### src/rtl/gain_ramp_if.sv
// Request channel for gain_ramp_ctrl: one band/gain update per valid/ready handshake.
interface gain_ramp_if;
    logic              req_valid;
    logic              req_ready;
    logic [1:0]        req_band;
    logic signed [7:0] req_gain;

    modport master (output req_valid, output req_band, output req_gain, input req_ready);
    modport slave  (input req_valid, input req_band, input req_gain, output req_ready);
endinterface

### src/rtl/gain_ramp_ctrl.sv
// Three-band gain ramp controller: each band gain moves one unit toward its target
// every STEP_DIV sample ticks; targets are written through a single pending request slot.
module gain_ramp_ctrl #(
    parameter int unsigned       STEP_DIV     = 16,
    parameter logic signed [7:0] DEFAULT_GAIN = 8'sd1
) (
    input  logic              clk,
    input  logic              reset,
    input  logic              sample_tick,
    gain_ramp_if.slave        rif,
    output logic signed [7:0] gain [0:2],
    output logic              busy,
    output logic              err_band
);

    localparam logic [15:0] CNT_LAST = 16'(STEP_DIV - 1);

    typedef enum logic {ST_IDLE, ST_APPLY} state_t;

    state_t            state_q, state_d;
    logic [1:0]        pend_band_q, pend_band_d;
    logic signed [7:0] pend_gain_q, pend_gain_d;
    logic [15:0]       cnt_q, cnt_d;
    logic signed [7:0] gain_q   [0:2];
    logic signed [7:0] gain_d   [0:2];
    logic signed [7:0] target_q [0:2];
    logic signed [7:0] target_d [0:2];
    logic [2:0]        neq;
    logic              accept;
    logic              apply;
    logic              step_evt;

    // State register
    always_ff @(posedge clk) begin
        if (reset) begin
            state_q     <= ST_IDLE;
            pend_band_q <= 2'd0;
            pend_gain_q <= 8'sd0;
            cnt_q       <= 16'd0;
        end else begin
            state_q     <= state_d;
            pend_band_q <= pend_band_d;
            pend_gain_q <= pend_gain_d;
            cnt_q       <= cnt_d;
        end
    end

    // Next-state logic
    always_comb begin
        state_d = state_q;
        case (state_q)
            ST_IDLE:  if (accept) state_d = ST_APPLY;
            ST_APPLY: state_d = ST_IDLE;
            default:  state_d = ST_IDLE;
        endcase
    end

    // Outputs of the request FSM; ready is masked by reset so it reads 0 while reset is held
    always_comb begin
        rif.req_ready = (state_q == ST_IDLE) && !reset;
        apply         = (state_q == ST_APPLY);
        err_band      = apply && (pend_band_q == 2'd3) && !reset;
    end

    assign accept = rif.req_valid && rif.req_ready;

    always_comb begin
        pend_band_d = pend_band_q;
        pend_gain_d = pend_gain_q;
        if (accept) begin
            pend_band_d = rif.req_band;
            pend_gain_d = rif.req_gain;
        end
    end

    always_comb begin
        cnt_d = cnt_q;
        if (sample_tick) cnt_d = (cnt_q == CNT_LAST) ? 16'd0 : cnt_q + 16'd1;
    end

    assign step_evt = sample_tick && (cnt_q == CNT_LAST);

    // Per-band ramp: steps compare against the target held before this edge
    genvar gi;
    generate
        for (gi = 0; gi < 3; gi++) begin : g_band
            assign target_d[gi] = (apply && pend_band_q == 2'(gi)) ? pend_gain_q : target_q[gi];

            assign gain_d[gi] = !step_evt                  ? gain_q[gi] :
                                (gain_q[gi] < target_q[gi]) ? gain_q[gi] + 8'sd1 :
                                (gain_q[gi] > target_q[gi]) ? gain_q[gi] - 8'sd1 :
                                                              gain_q[gi];

            always_ff @(posedge clk) begin
                if (reset) begin
                    gain_q[gi]   <= DEFAULT_GAIN;
                    target_q[gi] <= DEFAULT_GAIN;
                end else begin
                    gain_q[gi]   <= gain_d[gi];
                    target_q[gi] <= target_d[gi];
                end
            end

            assign neq[gi]  = (gain_q[gi] != target_q[gi]);
            assign gain[gi] = gain_q[gi];
        end
    endgenerate

    assign busy = |neq;

endmodule

### src/flat_wrapper.sv
// flat-port wrapper written by rule: the top's interface ports become plain ports
module gain_ramp_ctrl_flat 
#(
    parameter int unsigned       STEP_DIV     = 16,
    parameter logic signed [7:0] DEFAULT_GAIN = 8'sd1
)
  (clk, reset, sample_tick, gain, busy, err_band, rif_req_valid, rif_req_band, rif_req_gain, rif_req_ready);
  gain_ramp_if rif_i ();
  input  logic clk;
  input  logic reset;
  input  logic sample_tick;
  output logic signed [7:0] gain[0:2];
  output logic busy;
  output logic err_band;
  input wire logic [$bits(rif_i.req_valid)-1:0] rif_req_valid;
  input wire logic [$bits(rif_i.req_band)-1:0] rif_req_band;
  input wire logic [$bits(rif_i.req_gain)-1:0] rif_req_gain;
  output wire logic [$bits(rif_i.req_ready)-1:0] rif_req_ready;
  assign rif_i.req_valid = rif_req_valid;
  assign rif_i.req_band = rif_req_band;
  assign rif_i.req_gain = rif_req_gain;
  assign rif_req_ready = rif_i.req_ready;
  gain_ramp_ctrl #(.STEP_DIV(STEP_DIV), .DEFAULT_GAIN(DEFAULT_GAIN)) u_core (.clk(clk), .reset(reset), .sample_tick(sample_tick), .rif(rif_i), .gain(gain), .busy(busy), .err_band(err_band));
endmodule
### config.mk
export PLATFORM = sky130hd
export DESIGN_NAME = gain_ramp_ctrl_flat
export DESIGN_NICKNAME = d
export VERILOG_FILES = /design/src/rtl/gain_ramp_if.sv /design/src/rtl/gain_ramp_ctrl.sv /design/src/flat_wrapper.sv
export SDC_FILE = /design/constraint.sdc
export NUM_CORES = 1
export LEC_CHECK = 0
export ABC_AREA = 1
export ABC_CLOCK_PERIOD_IN_PS = 3000
export BUFFER_PORTS_ARGS = -buffer_cell sky130_fd_sc_hd__buf_4
export CELL_PAD_IN_SITES_DETAIL_PLACEMENT = 0
export CELL_PAD_IN_SITES_GLOBAL_PLACEMENT = 1
export CORE_ASPECT_RATIO = 2
export CORE_UTILIZATION = 43
export DETAILED_ROUTE_END_ITERATION = 7
export GPL_TIMING_DRIVEN = 0
export PLACE_DENSITY_LB_ADDON = 0.1
export RECOVER_POWER = 50
export REMOVE_ABC_BUFFERS = 1
export SLEW_MARGIN = 15
export SYNTH_ARGS = -nofsm -noshare
export SYNTH_HDL_FRONTEND = slang
export SYNTH_SLANG_ARGS = --single-unit
### constraint.sdc
create_clock -name clk -period 3 [get_ports clk]
set_input_delay 0 -clock clk [delete_from_list [all_inputs] [get_ports clk]]
set_output_delay 0 -clock clk [all_outputs]
set_load 0.01 [all_outputs]
==> reports/metrics.yaml, run 1 <==
run_status: "finished, final reports clean"
n_antenna_cell: 0
critPathLaunchType: "flip-flop"
coreArea_um2: 10500
cts_inserted_buffers: 9
crit_chain: "ha_1 > a21oi_1 > nand2_1 > nand2_1 > nand2_1 > nand2_1 > nand2_1 > nand2_1 > nand2_1 > o21bai_2 > nand2_1 > nand3_1 > nand2_1 > nor2_1 > nor2_1"
yosysUniqueCellTypes: 46
worstPathBufferInverterCount: 0
final-seq-area_um2: 1500
maximum_ir_drop_on_the_vdd_rail_mv: 0.297
critPathArrivalTime_ps: 2800
totalNegativeSetupSlack_ps: 0
multi_input_comb_area_um2: 2700
row_count: 53
cts_setup_buffers: 0
pwr_density_cell_nw_per_um2: 509
crit_fanout: 11
sequential_fraction_of_the_synthesis_area_pct: 32.0
initial_utilization_pct: 44.5
p_comb_share_pct: 21.1
number_of_sinks_handled_by_clock_tree_synthesis: 75
ys_ff_latch: 75
fp.dieW_um: 75.9
cp_slowest_stage_delay_ps: 520
n_fill_cell: 1084
critPathKind: "flip-flop to flip-flop"
critical_path.startpoint: "u_core.gain_q[2][3]$_SDFFE_PP0P_"
r2r-start: "u_core.gain_q[2][3]$_SDFFE_PP0P_"
transition_time_at_the_pin_with_the_least_slew_margin_ps: 1140
largest_net_degree_at_the_start_of_global_routing: 41
final_cells: 882
place_inst: 856
seq_power_share_pct: 37.6
drt-initial-drc-count: 124
regToRegSetupSlack_ps: 420
synth_area_um2: 4690
synthCells: 689
cts-root-to-sink-buffers: 2
ctsRootBufferMaster: "sky130_fd_sc_hd__clkbuf_16"
area_growth_syn_to_layout_pct: 15.6
detail_route.wirelength_um: 12000
report.power.total_mw: 2.76
worst_r2r_path_depth: 15
clock_skew_ps: 5.22
worst_setup_hold_path_clk_slew_ps: 60
achievable-frequency_ghz: 0.387
initial_antenna_violation_count: 0
global_route_wire_length_before_repair_um: 19300
clk-insertion-delay-late_ps: 330
number_of_top_level_design_ports: 41
holdCritPathClass: "input port to flip-flop"
period_minus_slack_ps: 2580
layout.cells.most_common: "sky130_fd_sc_hd__nand2_1"
dp_hpwl_um: 9090
design.final.nets: 784
cts_htree_levels: 3
buffer_ports.inserted: 40
max_cap_viol_count: 0
finalWeightedCongestion: 0.797
endpoint_kind: "flip-flop"
whs_path_depth: 2
via_count_of_the_first_global_routing_pass: 4254
place_worst_setup_slack_ps: 420
timing.hold.worst_endpoint: "u_core.apply$_SDFF_PN0_"
via_per_inst: 5.12
timing.final.hold_violations: 0
net-switching-power_mw: 0.812
fp.dieH_um: 150
global_route.overflow_total: 0
p_int_mw: 1.95
total_leakage_power_nw: 2.65
final_max_slew_viol_count: 0
number_of_logic_stages_on_the_critical_path_including_buffering: 15
drc_violation_count_after_routing: 0
worstReg2RegEnd: "u_core.gain_q[2][7]$_SDFFE_PP0P_"
timing.final.crit_share_pct: 86.0
slew_headroom_pct: 23.6
final-setup-viol-count: 0
worst_path_most_repeated_cell: "sky130_fd_sc_hd__nand2_1"
most-common-layout-cells: "sky130_fd_sc_hd__nand2_1 (164), sky130_fd_sc_hd__inv_1 (104), sky130_fd_sc_hd__dfxtp_1 (75)"
post_route_cells_drive_above_1_share_pct: 9.93
worstPathRequired_ps: 3220
share_clk_of_total_power_pct: 41.3
cp_slowest_cell: "sky130_fd_sc_hd__dfxtp_1"
yosysWarnings: 0
timing.hold.worst.start: "rif_req_valid"
worst_slack_ps: 419
drt_first_pass_iters: 4
rsz0062_at_grt: "no"
wire_per_inst_um: 13.5
via_count: 4518
clock_tree_from_tritoncts: "yes"
postSynthAreaPerCell_um2: 6.81
delay_heaviest_family_cp: "simple AND/OR/NAND/NOR gates"
dieArea_um2: 11400
route.antenna.remaining_nets: 0
power_switching_share_pct: 29.4
global_route.usage.total_pct: 22.6
-- worst max path at each step --
| stage | endpoint | slack (ps) |
|---|---|---|
| 2_1_floorplan | u_core.gain_q[0][6]$_SDFFE_PP0P_ | 750 |
| 3_3_place_gp | u_core.gain_q[2][6]$_SDFFE_PP0P_ | 410 |
| 3_5_place_dp | u_core.gain_q[2][6]$_SDFFE_PP0P_ | 420 |
| 4_1_cts | u_core.gain_q[2][6]$_SDFFE_PP0P_ | 400 |
| 5_1_grt | u_core.gain_q[2][7]$_SDFFE_PP0P_ | 70 |
| 6_report | u_core.gain_q[2][7]$_SDFFE_PP0P_ | 420 |
-- state kept, by name (all words and copies together) (netlist names) --
| register | cells |
|---|---|
| u_core.gain_q | 24 |
| u_core.target_q | 24 |
| u_core.cnt_q | 16 |
| u_core.pend_gain_q | 8 |
| u_core.pend_band_q | 2 |
| u_core.apply | 1 |
-- power by group through the flow --
stage               logic [mW]  registers, mW  clock network (mW)
finish                   0.584           1.04                1.14
detailed placement       0.574           1.06                   0
CTS                      0.588           1.04                1.17
global route             0.663           1.04                1.20
global placement         0.566           1.06                   0
floorplan                0.439           1.05                   0
-- cell usage after synthesis, drive strengths merged --
| cell | n | area, um2 |
|---|---|---|
| nand2 | 184 | 771 |
| inv | 110 | 413 |
| dfxtp | 75 | 1500 |
| nand3 | 58 | 300 |
| a21oi | 55 | 275 |
| nor2 | 55 | 241 |
| o21ai | 47 | 239 |
| ha | 29 | 363 |
| nor3 | 9 | 50.1 |
| nand4 | 7 | 50.1 |
| xor2 | 7 | 61.3 |
| clkbuf | 6 | 22.5 |
| o41ai | 6 | 52.6 |
| buf | 5 | 40.0 |
| nor4 | 5 | 61.3 |
| o31ai | 5 | 37.5 |
| or2 | 4 | 25.0 |
| xnor2 | 4 | 35.0 |
| a21o | 3 | 22.5 |
| nor3b | 3 | 27.5 |
| o211ai | 3 | 22.5 |
| o21bai | 3 | 37.5 |
| clkinv | 2 | 13.8 |
| a211oi | 1 | 7.51 |
| a31oi | 1 | 6.26 |
| and3 | 1 | 6.26 |
| nand3b | 1 | 7.51 |
-- through the flow --
| stage | utilization [%] | cell area [um2] | hold slack (ps) |
|---|---|---|---|
| global route | 51.4 | 5420 | 80.1 |
| CTS | 52.5 | 5530 | 20.0 |
| detailed placement | 48.5 | 5110 | 205 |
| global placement | 48.4 | 5100 | 199 |
| finish | 51.4 | 5420 | 67.6 |
| floorplan | - | 4630 | 42.9 |
-- worst register-to-register path, stage by stage, from the launching register on --
cell and delay [ps]:
sky130_fd_sc_hd__dfxtp_1 520, sky130_fd_sc_hd__ha_1 310, sky130_fd_sc_hd__a21oi_1 170, sky130_fd_sc_hd__nand2_1 80, sky130_fd_sc_hd__nand2_1 90, sky130_fd_sc_hd__nand2_1 70
sky130_fd_sc_hd__nand2_1 100, sky130_fd_sc_hd__nand2_1 240, sky130_fd_sc_hd__nand2_1 160, sky130_fd_sc_hd__nand2_1 140, sky130_fd_sc_hd__o21bai_2 200, sky130_fd_sc_hd__nand2_1 110
sky130_fd_sc_hd__nand3_1 90, sky130_fd_sc_hd__nand2_1 60, sky130_fd_sc_hd__nor2_1 80, sky130_fd_sc_hd__nor2_1 40
-- per-layer routing --
layer / wire length (um) / track usage, % / vias up
met5: 0 / 0 / -
met4: 297 / 8.89 / 0
met3: 257 / 3.16 / 21
met2: 6780 / 43.5 / 59
met1: 4610 / 23.0 / 2091
li1: - / - / 2347
-- cell families (layout without fill, tap and decap cells) --
kind of cell | after synthesis | after routing | synth area share [%]
simple gates | 327 | 327 | 32.8
compound gates | 124 | 124 | 14.9
buf+inv | 123 | 179 | 10.4
flops | 75 | 75 | 32.0
fa+ha+maj | 29 | 29 | 7.74
xor+xnor | 11 | 11 | 2.05
-- what timing repair did --
item	CTS	global route
endpoints found under the setup margin	0	0
gates resized for setup	0	0
endpoints found under the hold margin	11	0
hold buffers	11	0
-- layout make-up --
class,instances,share of cell area [%]
Timing Repair Buffer,52,5.91
Sequential cell,75,27.7
Inverter,112,7.87
Clock buffer,10,4.22
Tap cell,137,3.16
Multi-Input combinational cell,491,49.7
Clock inverter,5,1.45
(Power assumes the default switching activity.)
==> inputs of run 2 (changes only) <==
BUFFER_PORTS_ARGS = -buffer_cell sky130_fd_sc_hd__clkbuf_2   (was -buffer_cell sky130_fd_sc_hd__buf_4)
REMOVE_ABC_BUFFERS = not set   (was 1)
==> run 2 against run 1 <==
Against the previous run: global-route usage rose by 1.2 points; first-iteration DRC count is 12% higher; via count decreased by 0.13%; clock-buffer cell count increased by 1; wire length is 5.7% higher; total power rose by 5.1%; worst setup slack worse by 4.7 ps.
==> reports/metrics.yaml, run 2 (synthesis results as in run 1) <==
clock_tree_from_tritoncts: "yes"
via_count: 4512  # -0.13%
fp.dieH_um: 150  # unchanged
layout.cell_area.non_filler_um2: 5490  # +1.2%
cts-root-to-sink-buffers: 2  # unchanged
design.final.nets: 794  # +1.3%
global_route_wire_length_before_repair_um: 20000  # +3.6%
fp.dieW_um: 75.9  # unchanged
initial_utilization_pct: 44.5  # unchanged
finalWeightedCongestion: 0.786  # -1.4%
post_route_cells_drive_above_1_share_pct: 10.4  # +0.52 points
worstPathRequired_ps: 3220  # about the same
achievable-frequency_ghz: 0.387  # -0.18%
maximum_ir_drop_on_the_vdd_rail_mv: 0.309  # +4.1%
worstReg2RegEnd: "u_core.gain_q[0][4]$_SDFFE_PP0P_"
holdCritPathClass: "input port to flip-flop"
coreArea_um2: 10500  # unchanged
via_count_of_the_first_global_routing_pass: 4382  # +3.0%
critPathArrivalTime_ps: 2800  # about the same
pwr_density_cell_nw_per_um2: 529  # +3.9%
report.power.total_mw: 2.90  # +5.1%
placed_area_um2: 5060  # -0.98%
n_fill_cell: 1126  # +3.9%
place_inst: 866  # +1.2%
timing.final.crit_share_pct: 86.2  # +0.16 points
cts_htree_levels: 3  # unchanged
mapped_nets: 732
final-setup-viol-count: 0  # unchanged
cts_setup_buffers: 0  # unchanged
clock_skew_ps: 6.80  # +1.58 ps
endpoint_kind: "flip-flop"
final_max_slew_viol_count: 0  # unchanged
period_minus_slack_ps: 2590  # +4.65 ps
cts_repair_resize_count: 0  # unchanged
timing.final.hold_violations: 0  # unchanged
via_per_inst: 5.05  # -1.4%
r2r-start: "u_core.gain_q[0][7]$_SDFFE_PP0P_"
detail_route.wirelength_um: 12600  # +5.7%
most-common-layout-cells: "sky130_fd_sc_hd__nand2_1 (164), sky130_fd_sc_hd__inv_1 (105), sky130_fd_sc_hd__dfxtp_1 (75)"
clk-insertion-delay-late_ps: 330  # about the same
layout.cells.most_common: "sky130_fd_sc_hd__nand2_1"
multi_input_comb_area_um2: 2700  # unchanged
drc_violation_count_after_routing: 0  # unchanged
global_route.overflow_total: 0  # unchanged
route.antenna.remaining_nets: 0  # unchanged
crit_fanout: 5  # -6
area_growth_syn_to_layout_pct: 16.9
global_route.usage.total_pct: 23.8  # +1.2 points
top_regs: "u_core.gain_q x24, u_core.target_q x24, u_core.cnt_q x16"
initial_antenna_violation_count: 0  # unchanged
rsz0062_at_grt: "no"
dp_hpwl_um: 9920  # +9.1%
worst_r2r_path_depth: 17  # +2
ctsRootBufferMaster: "sky130_fd_sc_hd__clkbuf_16"
buffer_ports.inserted: 40  # unchanged
max_cap_viol_count: 0  # unchanged
largest_net_degree_at_the_start_of_global_routing: 14  # -66%
number_of_hold_buffers_added_after_cts: 11  # unchanged
critPathKind: "flip-flop to flip-flop"
hold-worst-slack_ps: 123  # +55.2 ps
cts_inserted_buffers: 9  # unchanged
final_cells: 893  # +1.2%
slew_headroom_pct: 32.7  # +9.1 points
wire_per_inst_um: 14.1  # +4.4%
critical_path.startpoint: "u_core.gain_q[0][7]$_SDFFE_PP0P_"
whs_path_depth: 3  # +1
dieArea_um2: 11400  # unchanged
run_status: "finished, final reports clean"
row_count: 53  # unchanged
worst_setup_hold_path_clk_slew_ps: 60  # about the same
number_of_top_level_design_ports: 41  # unchanged
number_of_sinks_handled_by_clock_tree_synthesis: 75  # unchanged
drt_first_pass_iters: 4  # unchanged
timing.hold.worst_endpoint: "u_core.pend_gain_q[4]$_SDFFE_PP0P_"
timing.hold.worst.start: "rif_req_valid"
regToRegSetupSlack_ps: 410  # about the same
transition_time_at_the_pin_with_the_least_slew_margin_ps: 1010  # -128 ps
total_leakage_power_nw: 2.69  # +1.6%
final-seq-area_um2: 1500  # unchanged
totalNegativeSetupSlack_ps: 0  # unchanged
drt-initial-drc-count: 139  # +12%
n_antenna_cell: 0  # unchanged
critPathLaunchType: "flip-flop"
## run 2: per-stage QoR
stage	worst slack, ps	util, %
detailed placement	414	48.0
global placement	483	48.0
finish	415	52.0
CTS	400	52.4
global route	64.4	52.0
floorplan	746	-
## run 2: layout make-up
type / instances / area share (%)
Buffer: 11 / 1.14
Clock buffer: 11 / 4.43
Clock inverter: 5 / 1.96
Inverter: 112 / 7.78
Multi-Input combinational cell: 491 / 49.1
Sequential cell: 75 / 27.4
Tap cell: 137 / 3.12
Timing Repair Buffer: 51 / 5.06
## run 2: routing by layer
layer  routed length (um)  GRT usage [%]  share of wire (%)  vias to the layer above
met4                  319           10.5                2.5                        0
met5                    0              0                  0                        -
li1                     -              -                  -                     2361
met2                 7320           47.3                 58                       54
met3                  260           3.16                2.1                       16
met1                 4730           22.5                 37                     2081
## run 2: power by group
part	switching [mW]	internal [mW]	leakage (nW)	total [mW]
registers	0.0156	1.02	0.608	1.04
logic	0.388	0.210	1.91	0.597
clock network	0.427	0.840	0.170	1.27
total	0.831	2.07	2.69	2.90
## run 2: how the worst max path moves through the flow
| stage | slack [ps] | end |
|---|---|---|
| final | 410 | u_core.gain_q[0][4]$_SDFFE_PP0P_ |
| after global routing | 60 | u_core.gain_q[0][6]$_SDFFE_PP0P_ |
| after CTS | 400 | u_core.gain_q[0][6]$_SDFFE_PP0P_ |
| after detailed placement | 410 | u_core.gain_q[0][6]$_SDFFE_PP0P_ |
| after global placement | 480 | u_core.gain_q[0][6]$_SDFFE_PP0P_ |
| after floorplan | 750 | u_core.gain_q[0][6]$_SDFFE_PP0P_ |
## run 2: critical path, stage by stage (launching register included)
cell	delay, ps
sky130_fd_sc_hd__dfxtp_1	350
sky130_fd_sc_hd__ha_1	390
sky130_fd_sc_hd__nand2_1	110
sky130_fd_sc_hd__nor2_1	120
sky130_fd_sc_hd__nand2_1	100
sky130_fd_sc_hd__nand2_1	110
sky130_fd_sc_hd__nand2_1	90
sky130_fd_sc_hd__nand3_1	170
sky130_fd_sc_hd__nand2_1	100
sky130_fd_sc_hd__inv_1	70
sky130_fd_sc_hd__ha_1	130
sky130_fd_sc_hd__inv_1	30
sky130_fd_sc_hd__nand2_1	80
sky130_fd_sc_hd__nand2_1	60
sky130_fd_sc_hd__nor2_1	190
sky130_fd_sc_hd__nor2_1	90
sky130_fd_sc_hd__xnor2_1	190
sky130_fd_sc_hd__a21oi_1	90
